$ cat config.mk
export PLATFORM = sky130hd
export DESIGN_NAME = fp_booth_mul_seq_flat
export DESIGN_NICKNAME = d
export VERILOG_FILES = /design/src/rtl/fp_booth_mul_seq_if.sv /design/src/rtl/fp_booth_mul_seq.sv /design/src/flat_wrapper.sv
export SDC_FILE = /design/constraint.sdc
export NUM_CORES = 1
export LEC_CHECK = 0
export CORE_ASPECT_RATIO = 0.6
export CORE_MARGIN = 2
export CORE_UTILIZATION = 35
export DETAILED_ROUTE_END_ITERATION = 10
export GPL_ROUTABILITY_DRIVEN = 0
export PLACE_DENSITY = 0.56
export SLEW_MARGIN = 20
export SYNTH_ARGS = -nofsm -noshare
export SYNTH_HDL_FRONTEND = slang
export SYNTH_SLANG_ARGS = --single-unit
$ cat constraint.sdc
create_clock -name clk -period 3.3 [get_ports clk]
set_clock_uncertainty 0.15 [all_clocks]
set_input_delay 0.495 -clock clk [delete_from_list [all_inputs] [get_ports clk]]
set_output_delay 0.495 -clock clk [all_outputs]
set_load 0.1 [all_outputs]
$ cat src/rtl/fp_booth_mul_seq_if.sv
// rtl/fp_booth_mul_seq_if.sv - operand/result handshake bundle for fp_booth_mul_seq
interface fp_booth_mul_seq_if #(
    parameter int W = 16
) ();
    logic         in_valid;
    logic         in_ready;
    logic [W-1:0] in_a;
    logic [W-1:0] in_b;
    logic         out_valid;
    logic         out_ready;
    logic [W-1:0] out_product;
    logic [1:0]   out_exc;

    modport slave (
        input  in_valid, in_a, in_b, out_ready,
        output in_ready, out_valid, out_product, out_exc
    );

    modport master (
        output in_valid, in_a, in_b, out_ready,
        input  in_ready, out_valid, out_product, out_exc
    );
endinterface

$ cat src/rtl/fp_booth_mul_seq.sv
// rtl/fp_booth_mul_seq.sv - sequential FP multiplier, radix-4 Booth mantissa engine, one step per clock
module fp_booth_mul_seq #(
    parameter int EXP_W = 5,
    parameter int MAN_W = 10
) (
    input  logic              clk,
    input  logic              rst_n,
    fp_booth_mul_seq_if.slave bus
);
    localparam int W    = EXP_W + MAN_W + 1;
    localparam int ITER = (MAN_W + 3) / 2;
    localparam int QW   = 2 * ITER;
    localparam int AW   = MAN_W + 4;
    localparam int EW   = EXP_W + 2;
    localparam int CW   = (ITER > 1) ? $clog2(ITER) : 1;

    localparam logic signed [EW-1:0] BIAS    = EW'((1 << (EXP_W - 1)) - 1);
    localparam logic signed [EW-1:0] EXP_MAX = EW'((1 << EXP_W) - 1);
    localparam logic signed [EW-1:0] EXP_MIN = EW'(1);

    typedef enum logic [2:0] {
        S_IDLE,
        S_MUL,
        S_SPECIAL,
        S_NORM,
        S_DONE
    } state_t;

    state_t                r_state;
    logic                  r_in_ready;
    logic                  r_out_valid;
    logic [W-1:0]          r_out_product;
    logic [1:0]            r_out_exc;
    logic [W-1:0]          r_res_product;
    logic [1:0]            r_res_exc;
    logic                  r_sign;
    logic signed [EW-1:0]  r_exp_sum;
    logic signed [AW-1:0]  r_mcand;
    logic signed [AW-1:0]  r_acc;
    logic [QW-1:0]         r_q;
    logic                  r_qm1;
    logic [CW-1:0]         r_cnt;

    logic [EXP_W-1:0]      w_a_exp, w_b_exp;
    logic [MAN_W-1:0]      w_a_man, w_b_man;
    logic                  w_invalid, w_zero;
    logic signed [EW-1:0]  w_exp_sum;
    logic [2:0]            w_sel;
    logic signed [AW-1:0]  w_addend, w_sum;
    logic [MAN_W+1:0]      w_prod_hi;
    logic                  w_shift;
    logic [MAN_W-1:0]      w_man;
    logic signed [EW-1:0]  w_exp_fin;
    logic                  w_ovf, w_unf;

    assign w_a_exp = bus.in_a[W-2:MAN_W];
    assign w_b_exp = bus.in_b[W-2:MAN_W];
    assign w_a_man = bus.in_a[MAN_W-1:0];
    assign w_b_man = bus.in_b[MAN_W-1:0];

    // Inf/NaN and denormals share the invalid code and take priority over zero.
    assign w_invalid = (&w_a_exp) | (&w_b_exp)
                     | ((w_a_exp == '0) && (w_a_man != '0))
                     | ((w_b_exp == '0) && (w_b_man != '0));
    assign w_zero    = (bus.in_a[W-2:0] == '0) | (bus.in_b[W-2:0] == '0);
    assign w_exp_sum = $signed({2'b00, w_a_exp}) + $signed({2'b00, w_b_exp}) - BIAS;

    assign w_sel = {r_q[1:0], r_qm1};

    always_comb begin
        w_addend = '0;
        case (w_sel)
            3'b001, 3'b010: w_addend = r_mcand;
            3'b011:         w_addend = r_mcand <<< 1;
            3'b100:         w_addend = -(r_mcand <<< 1);
            3'b101, 3'b110: w_addend = -r_mcand;
            default:        w_addend = '0;
        endcase
    end

    assign w_sum = r_acc + w_addend;

    // Significand product occupies the low 2*MAN_W+2 bits of {acc, q}; keep its top MAN_W+2.
    assign w_prod_hi = (MAN_W + 2)'({r_acc, r_q} >> MAN_W);
    assign w_shift   = w_prod_hi[MAN_W+1];
    assign w_man     = w_shift ? w_prod_hi[MAN_W:1] : w_prod_hi[MAN_W-1:0];
    assign w_exp_fin = r_exp_sum + $signed({{(EW-1){1'b0}}, w_shift});
    assign w_ovf     = (w_exp_fin >= EXP_MAX);
    assign w_unf     = (w_exp_fin < EXP_MIN);

    always_ff @(posedge clk or negedge rst_n) begin
        if (!rst_n) begin
            r_state       <= S_IDLE;
            r_in_ready    <= 1'b0;
            r_out_valid   <= 1'b0;
            r_out_product <= '0;
            r_out_exc     <= 2'b00;
            r_res_product <= '0;
            r_res_exc     <= 2'b00;
            r_sign        <= 1'b0;
            r_exp_sum     <= '0;
            r_mcand       <= '0;
            r_acc         <= '0;
            r_q           <= '0;
            r_qm1         <= 1'b0;
            r_cnt         <= '0;
        end else begin
            case (r_state)
                S_IDLE: begin
                    r_in_ready <= 1'b1;
                    if (bus.in_valid && r_in_ready) begin
                        r_in_ready <= 1'b0;
                        r_sign     <= bus.in_a[W-1] ^ bus.in_b[W-1];
                        r_exp_sum  <= w_exp_sum;
                        r_mcand    <= AW'({3'b001, w_a_man});
                        r_acc      <= '0;
                        r_q        <= QW'({2'b01, w_b_man});
                        r_qm1      <= 1'b0;
                        r_cnt      <= '0;
                        if (w_invalid || w_zero) begin
                            r_res_product <= '0;
                            r_res_exc     <= w_invalid ? 2'b11 : 2'b00;
                            r_state       <= S_SPECIAL;
                        end else begin
                            r_state <= S_MUL;
                        end
                    end
                end
                S_MUL: begin
                    r_acc <= {{2{w_sum[AW-1]}}, w_sum[AW-1:2]};
                    r_q   <= {w_sum[1:0], r_q[QW-1:2]};
                    r_qm1 <= r_q[1];
                    r_cnt <= r_cnt + CW'(1);
                    if (r_cnt == CW'(ITER - 1)) begin
                        r_state <= S_NORM;
                    end
                end
                S_NORM: begin
                    if (w_ovf) begin
                        r_res_product <= '0;
                        r_res_exc     <= 2'b01;
                    end else if (w_unf) begin
                        r_res_product <= '0;
                        r_res_exc     <= 2'b10;
                    end else begin
                        r_res_product <= {r_sign, w_exp_fin[EXP_W-1:0], w_man};
                        r_res_exc     <= 2'b00;
                    end
                    r_state <= S_DONE;
                end
                S_SPECIAL: begin
                    r_state <= S_DONE;
                end
                S_DONE: begin
                    // First DONE cycle publishes the result; later cycles wait for the consumer.
                    if (!r_out_valid) begin
                        r_out_valid   <= 1'b1;
                        r_out_product <= r_res_product;
                        r_out_exc     <= r_res_exc;
                    end else if (bus.out_ready) begin
                        r_out_valid <= 1'b0;
                        r_in_ready  <= 1'b1;
                        r_state     <= S_IDLE;
                    end
                end
                default: begin
                    r_state <= S_IDLE;
                end
            endcase
        end
    end

    assign bus.in_ready    = r_in_ready;
    assign bus.out_valid   = r_out_valid;
    assign bus.out_product = r_out_product;
    assign bus.out_exc     = r_out_exc;
endmodule
$ cat src/flat_wrapper.sv
// flat-port wrapper written by rule: the top's interface ports become plain ports
module fp_booth_mul_seq_flat 
#(
    parameter int EXP_W = 5,
    parameter int MAN_W = 10
)
  (clk, rst_n, bus_in_valid, bus_in_a, bus_in_b, bus_out_ready, bus_in_ready, bus_out_valid, bus_out_product, bus_out_exc);
  fp_booth_mul_seq_if bus_i ();
  input  logic clk;
  input  logic rst_n;
  input wire logic [$bits(bus_i.in_valid)-1:0] bus_in_valid;
  input wire logic [$bits(bus_i.in_a)-1:0] bus_in_a;
  input wire logic [$bits(bus_i.in_b)-1:0] bus_in_b;
  input wire logic [$bits(bus_i.out_ready)-1:0] bus_out_ready;
  output wire logic [$bits(bus_i.in_ready)-1:0] bus_in_ready;
  output wire logic [$bits(bus_i.out_valid)-1:0] bus_out_valid;
  output wire logic [$bits(bus_i.out_product)-1:0] bus_out_product;
  output wire logic [$bits(bus_i.out_exc)-1:0] bus_out_exc;
  assign bus_i.in_valid = bus_in_valid;
  assign bus_i.in_a = bus_in_a;
  assign bus_i.in_b = bus_in_b;
  assign bus_i.out_ready = bus_out_ready;
  assign bus_in_ready = bus_i.in_ready;
  assign bus_out_valid = bus_i.out_valid;
  assign bus_out_product = bus_i.out_product;
  assign bus_out_exc = bus_i.out_exc;
  fp_booth_mul_seq #(.EXP_W(EXP_W), .MAN_W(MAN_W)) u_core (.clk(clk), .rst_n(rst_n), .bus(bus_i));
endmodule
==> Word level (Yosys, flattened, before mapping) <==
Index checks and enable logic that the tools add are counted.
{ "word_totals": {"elab_cells": 103, "in_bits": 36, "ff_bits": 90, "out_inout_bits": 20} }
{ "op_classes": {"reduce_logical": 25, "add_sub_neg": 7, "order_cmp": 2, "n_bitwise": 6, "n_eq_ne": 16, "muxes": 33} }
{ "op_table": {"columns": ["cell", "n"], "rows": [
  ["$mux W16", 4],
  ["$pmux W14 S4", 1],
  ["$pmux W16 S2", 1],
  ["$logic_not A15 Y1", 2],
  ["$pmux W14 S2", 1],
  ["$pmux W12 S2", 1],
  ["$reduce_bool A10 Y1", 2],
  ["$eq A3 B3 Y1 const B", 5],
  ["$mux W3", 5],
  ["$add A14 B14 Y14", 1],
  ["$mux W14", 1],
  ["$neg A11 Y14", 1],
  ["$neg A12 Y14", 1],
  ["$eq A3 B2 Y1 const B", 4],
  ["$mux W12", 1],
  ["$mux W2", 6],
  ["$pmux W3 S4", 1],
  ["$logic_not A5 Y1", 2],
  ["$mux W10", 1],
  ["$reduce_and A5 Y1", 2],
  ["$ne A2 B1 Y1 const B", 4],
  ["$add A7 B2 Y7", 1],
  ["$ge A7 B6 Y1 const B", 1],
  ["$lt A7 B2 Y1 const B", 1],
  ["other kinds (20)", 39]
]} }

==> Longest topological paths before layout <==
Gate-level depths: netlist of run 1.
{ "depth": {"word_depth": 8, "mapped_depth": 17, "depth_no_buf": 17} }

==> Least setup slack after synthesis of run 1 <==
No wires, ideal clock.
{ "synth_path": {"path_type": "register -> register", "from": "reg u_core.r_mcand[0]", "to": "reg u_core.r_acc[12]", "setup_slack_ns": -0.250, "path_stages_with_launch": 17, "n_path_buf": 0, "t_arrival_ns": 3.332, "required_ns": 3.081, "period_less_slack_ns": 3.550, "setup_time_ns": 0.069, "cell_sequence": "dfrtp_1 -> inv_1 -> ha_1 -> nor3b_2 -> nand2_1 -> o21ai_0 -> xnor2_1 -> a221oi_1 -> a31oi_1 -> ha_1 -> a2111oi_0 -> a21oi_1 -> a41oi_1 -> o21ai_0 -> xor2_1 -> or3_1 -> nand3_1"} }
{ "synth_between": {"elab_chain_cells": 4, "word_cells_on_any_way": 5, "classes_between": "add/sub: 3; mux: 2"} }
{ "synth_rtl": {"columns": ["item", "line", "text"], "rows": [
  ["start: declaration", "fp_booth_mul_seq.sv:38", "logic signed [AW-1:0] r_mcand;"],
  ["start signal: assignment", "fp_booth_mul_seq.sv:115", "r_mcand <= AW'({3'b001, w_a_man});"],
  ["$neg A12 Y14 or $neg A11 Y14 (tied branches)", "fp_booth_mul_seq.sv:75, fp_booth_mul_seq.sv:76", null],
  ["$pmux W14 S4 *", "fp_booth_mul_seq.sv:72", "case (w_sel)"],
  ["$add A14 B14 Y14 *", "fp_booth_mul_seq.sv:81", "assign w_sum = r_acc + w_addend;"],
  ["$pmux W14 S2 *", "fp_booth_mul_seq.sv:108", "case (r_state)"],
  ["end signal: assignment", "fp_booth_mul_seq.sv:130", "r_acc <= {{2{w_sum[AW-1]}}, w_sum[AW-1:2]};"],
  ["end: declaration", "fp_booth_mul_seq.sv:39", "logic signed [AW-1:0] r_acc;"]
]} }
Mark *: on every way between the ends. The rest lies on a longest branch, timed or not.
A chain may end at the register's enable or synchronous reset.

==> Worst setup path after layout of run 1 <==
Ends and elaborated chain as after synthesis.

==> results.md, run 1 <==
- Critical Path End Type: register
- Vert. Die Dim: 99.6 um
- Final ANT Viol Nets: 0
- # clock sinks: 88
- Largest net degree at the start of global routing: 43
- Layout Nets: 761
- Sequential element share of the synthesized area: 41.3%
- Max-Cap Viols: 0
- Io pins: 56
- Clock buffer depth: 2
- Layout cells sized above 1: 23.3%
- Setup violators final: 6
- Std cell rows: 34
- Async SR Flop Fraction: 100%
- Setup TNS: -0.528 ns
- Main synth FF type: dfrtp_1
- Post-Synthesis Cells: 597
- Max-slew violations: 0
- FMAX: 0.286 GHz
- Final worst setup slack: -0.194 ns
- Initial antenna violation count: 0
- Core area: 14700 sq um
- WS Path Type: reg2reg
- FF+latch count, synth: 88
- Final core utilization: 47.6%
- Routed WL per cell: 15.5 um
- Layout Area Growth over Synthesis: 30.8%
- Number of remaining DRC errors: 0
- Avg Cell Area, Syn: 8.94 sq um
- Synth warn: 0
- Min Clock Period, post-route: 3.49 ns
- Hold Path Depth: 2
- Failing checks: setup timing
- Placed Area: 6440 sq um
- Critical Path RT: 3.43 ns
- Die Span X: 163 um
- Critical path startpoint category: register
- GRT Total Usage: 17.7%
- CTS root buf: clkbuf_16
- Critical path arrival: 3.62 ns
- Via density: 5.23
- Initial Utilization: 36.4%
- Drt total wl: 13.9 mm
- H-tree depth: 3
- # port buffers: 55
- RSZ-0062 raised after global routing: yes
- Final HPWL DP: 10.7 mm
- First-pass GRT wire length: 22.7 mm
- Synth top area share: 41.3%
- Syn nets: 659
- Worst Tran Pin Value: 0.780 ns
- GR Overflow Total: 0
- Number of CTS-inserted buffers: 9
- Vias in the first global route: 4311
- Library cells used by synthesis: 65
- Post-synth top area cell: dfrtp_1
- Dpl ws: -0.252 ns
- Clk slew on worst S/H paths: 0.07 ns
- Clock Latency Late Sink: 0.35 ns
- Tcrit/Tclk final: 106%
- Relative slew slack: 47.9%
- Hold crit path type: reg2reg
- EDFF count, synth: 0
- Diodes inserted: 0
- Post-Synthesis Cell Area: 5340 sq um
- Die area: 16300 sq um
- Status: finished, violations left
- Worst R2R Setup Slack: -0.19 ns
- R2R cell count: 17
- Initial DRC count: 241
- Via count: 4718
- Top cells by area, synth: dfrtp_1 (41%), nand2_1 (6.7%), ha_1 (5.6%)
- Pre-antenna DRT Iters: 5
- Finished Cell Area: 6980 sq um
- CTS tree: yes
- Worst-path fanout max: 4
- Final Hold Viols: 0
-- Yosys cell counts, types with 6 or more instances --
cell / count
dfrtp_1: 88
nand2b_1: 9
ha_1: 24
a21oi_1: 31
mux2_2: 19
a211oi_1: 6
xnor2_1: 20
nor2_1: 51
o21ai_0: 47
nand2_1: 95
mux2i_1: 11
inv_1: 8
nand3_1: 33
clkbuf_1: 21
xor2_1: 13
o21ai_1: 11
o22ai_1: 12
-- registers in the layout, indices dropped and copies added, names as in the netlist, 3 cells and up --
name and flops:
u_core.bus.out_product 16, u_core.r_mcand 11, u_core.r_res_product 16, u_core.r_exp_sum 7
u_core.r_q 12, u_core.r_acc 12, u_core.r_state 3, u_core.r_cnt 3
-- routing by layer --
layer	track usage [%]	routed length (um)	share of wire, %	up-vias
met2	21.9	5290	38	128
met1	29.8	7730	55	2240
met3	3.42	783	5.6	12
li1	-	-	-	2338
met4	4.36	133	0.95	0
met5	0	0	0	-
-- what timing repair did --
action                                  CTS  global route
resized for setup                        14            26
hold buffers                              1             0
pin swaps                                11            18
buffers inserted                          0             6
endpoints found under the setup margin    7             9
endpoints found under the hold margin    20             0
-- worst max-delay path: stages (launching register included) --
cell       delay (ns)
dfrtp_1          0.42
buf_6            0.13
inv_4            0.05
ha_4             0.12
nor3b_4          0.21
nand2_2          0.12
o21ai_2          0.16
xnor2_2          0.09
a221oi_2         0.28
a31oi_1          0.08
ha_1             0.34
a2111oi_4        0.37
a21oi_2          0.06
a41oi_2          0.17
o21ai_1          0.10
xor2_1           0.17
or3_1            0.31
nand3_1          0.08
-- metrics by stage --
stage | instances | hold slack [ns]
floorplan | 597 | 0.0494
global placement | 879 | 0.314
detailed placement | 879 | 0.316
CTS | 896 | 0.334
global route | 902 | 0.361
finish | 902 | 0.329
-- final timing paths --
path / startpoint / endpoint
setup reg to reg: u_core.r_mcand[0] / u_core.r_acc[12]
max in group asynchronous: rst_n / u_core.r_q[8]
min in group asynchronous: rst_n / u_core.bus.out_product[13]
hold / removal: u_core.r_res_product[3] / u_core.r_res_product[3]
hold reg to reg: u_core.r_res_product[3] / u_core.r_res_product[3]
setup / recovery: u_core.r_mcand[0] / u_core.r_acc[12]
-- logic make-up (layout without fill, tap and decap cells) --
| logic type | Yosys count | count (layout) | share of synthesized area (%) |
|---|---|---|---|
| flops | 88 | 88 | 41.3 |
| fa+ha+maj | 26 | 26 | 6.38 |
| buf+inv | 41 | 148 | 3.49 |
| xor+xnor | 33 | 33 | 5.42 |
| mux | 30 | 30 | 6.07 |
| compound gates | 146 | 146 | 16.7 |
| simple gates | 233 | 233 | 20.6 |
-- final cells by class --
cell class              count  area (sq um)
well taps                 198           248
flip-flops and latches     88          2200
clock buffers              10           239
multi-input cells         468          3120
fillers                  1402          7700
inverters                   8          35.0
repair buffers            124          1040
clock inverters             6          95.1
-- placed cells by master (no fill, tap or decap), types with 5 or more instances in the layout --
cell type        count
ha_1                20
a21o_1               5
nand2b_1             8
nand2_1             94
dfrtp_1             88
nand3_1             33
nor2_1              51
xnor2_1             17
mux2_2              19
o21ai_0             31
or4_1                5
inv_1                6
o21ai_2              5
o21ai_1             23
a211oi_1             6
o22ai_1             12
or3_1                5
mux2i_1             11
clkbuf_16            9
a21oi_1             27
buf_4               86
clkdlybuf4s50_1     34
xor2_1              13
Power of run 1 is left out: the tool's default activity adds up to more than one toggle a clock period on the data nets, which glitch-free logic cannot reach.
==> inputs of run 2 (changes only) <==
--- a/constraint.sdc
+++ b/constraint.sdc
@@ -3,3 +3,3 @@
 set_input_delay 0.495 -clock clk [delete_from_list [all_inputs] [get_ports clk]]
 set_output_delay 0.495 -clock clk [all_outputs]
-set_load 0.1 [all_outputs]
+set_load 0.01 [all_outputs]
==> results.md, run 2 (synthesized netlist as in run 1, its figures left out) <==
- Status: finished, violations left
- Failing checks: setup timing
- H-tree depth: 3
- RSZ-0062 raised after global routing: yes
- Layout Area Growth over Synthesis: 32.1%
- Crit-path cells: buf_6 -> inv_4 -> ha_4 -> nor3b_4 -> nand2_2 -> o21ai_2 -> xnor2_1 -> a221oi_2 -> a31oi_2 -> ha_1 -> a2111oi_4 -> a21oi_1 -> a41oi_1 -> o21ai_1 -> xor2_1 -> or3_1 -> nand3_1
- GR Overflow Total: 0
- Critical path startpoint category: register
- Worst path max stage delay: 0.41 ns
- Vert. Die Dim: 99.6 um
- Number of CTS-inserted buffers: 9
- Most frequent cells in the layout: nand2_1 (92), dfrtp_1 (88), buf_4 (60)
- Min Clock Period, post-route: 3.45 ns
- Die area: 16300 sq um
- Initial Utilization: 36.4%
- Comb pwr share: 63.6%
- Met1 track demand over resource: 29.5%
- Hold crit path type: reg2reg
- Clock network fraction of total power: 12.9%
- Die Span X: 163 um
- CTS root buf: clkbuf_16
- Relative slew slack: 46.8%
- # port buffers: 55
- M2 GR Usage: 23.6%
- Setup violators final: 5
- Core area: 14700 sq um
- Internal: 5.07 mW
- Layout Nets: 758
- Worst Tran Pin Value: 0.796 ns
- Critical-path top delay cell: dfrtp_1
- Critical Path RT: 3.42 ns
- GR peak layer: met1
- Global routing met3 resource utilization: 3.29%
- # clock sinks: 88
- Tcrit/Tclk final: 104%
- Initial DRC count: 237
- Via density: 5.27
- Multi-input gate area: 3150 sq um
- Drt total wl: 14.0 mm
- Clk slew on worst S/H paths: 0.07 ns
- Sequential Power Share: 23.5%
- Total power draw: 8.81 mW
- CTS tree: yes
- WS Path Type: reg2reg
- Commonest non-fill, non-tap cell in the layout: nand2_1
- Clock buffer depth: 2
- NetSw: 3.74 mW
- First-pass GRT wire length: 23.1 mm
- Via count: 4738
- Layout cells sized above 1: 21.3%
- Final Hold Viols: 0
- FF/Latch Area: 2200 sq um
- Max-slew violations: 0
- Critical Path End Type: register
- Clock Latency Late Sink: 0.34 ns
- Fillers: 1412
- GRT Total Usage: 17.9%
- Worst R2R Setup Slack: -0.15 ns
- Number of remaining DRC errors: 0
- Routed WL per cell: 15.6 um
- Pwr dens: 1250 nW/um^2
- Final ANT Viol Nets: 0
- Final worst setup slack: -0.148 ns
- Sw frac: 42.5%
- Placed Area: 6500 sq um
- FMAX: 0.290 GHz
- Worst-path fanout max: 4
- Peak VDD IR: 0.000360 V
- Dpl ws: -0.208 ns
- Pre-antenna DRT Iters: 5
- Finished Cell Area: 7050 sq um
- Largest net degree at the start of global routing: 62
- Leakage: 3.02 nW
- Final HPWL DP: 10.7 mm
- Std cell rows: 34
- Io pins: 56
- Critical path arrival: 3.57 ns
- Max-Cap Viols: 0
- Initial antenna violation count: 0
- Diodes inserted: 0
- Vias in the first global route: 4461
run 2: changes by cell type in the layout (fill, tap and decap cells not counted), moves of 3 or more:
cell,before,now
buf_4,86,60
clkdlybuf4s50_1,34,54
o21ai_1,23,19
o21ai_2,5,8
run 2: cell type report:
type	instances	area share, %
Timing Repair Buffer	121	15.4
Multi-Input combinational cell	468	44.6
Tap cell	198	3.52
Inverter	8	0.462
Clock buffer	10	3.39
Clock inverter	6	1.35
Sequential cell	88	31.2
run 2: metal layers:
layer  vias up  part of all wire [%]
met5         -                     0
met4         0                   1.1
met1      2253                    54
met2       143                    39
li1       2330                     -
met3        12                   6.1
run 2: metrics by stage:
step	std cells	hold slack [ns]	util (%)	TNS, ns
2_1_floorplan	597	0.0494	-	0
6_report	899	0.333	48.0	-0.316
5_1_grt	899	0.363	48.0	-1.93
4_1_cts	898	0.338	47.2	-0.165
3_3_place_gp	879	0.286	44.3	-0.729
3_5_place_dp	879	0.290	44.3	-0.918
run 2: what timing repair did:
action	in CTS	in global routing
pin swaps	20	18
endpoints found under the hold margin	27	0
setup buffers	2	1
cloned	0	0
hold buffers	1	0
endpoints found under the setup margin	7	9
resized for setup	19	30
run 2: worst max-delay path, delay by kind of cell, from the launching register on:
kind                       cells  cell delay [ns]
AOI/OAI and AO/OA              7             1.15
xor gates and xnor gates       2             0.29
adders and majority gates      2             0.48
buffers and inverters          2             0.19
DFF                            1             0.41
and+or+nand+nor                4             0.71
run 2: final timing paths:
path | endpoint | cells after the start | startpoint
min in group asynchronous | u_core.r_res_product[6] | 2 | rst_n
max in group asynchronous | u_core.r_q[8] | 3 | rst_n
setup reg to reg | u_core.r_acc[12] | 17 | u_core.r_mcand[0]
setup / recovery | u_core.r_acc[12] | 17 | u_core.r_mcand[0]
hold reg to reg | u_core.r_res_product[15] | 2 | u_core.r_res_product[15]
hold / removal | u_core.r_res_product[15] | 2 | u_core.r_res_product[15]
run 2: power groups by stage:
stage | sequential [mW] | clock, mW | combinational, mW
after floorplan | 1.98 | 0 | 3.16
after global placement | 2.05 | 0 | 4.83
after detailed placement | 2.07 | 0 | 4.95
after CTS | 2.07 | 1.17 | 5.19
after global routing | 2.14 | 1.22 | 6.19
final | 2.07 | 1.14 | 5.60
Power figures use the tool's default switching activity.
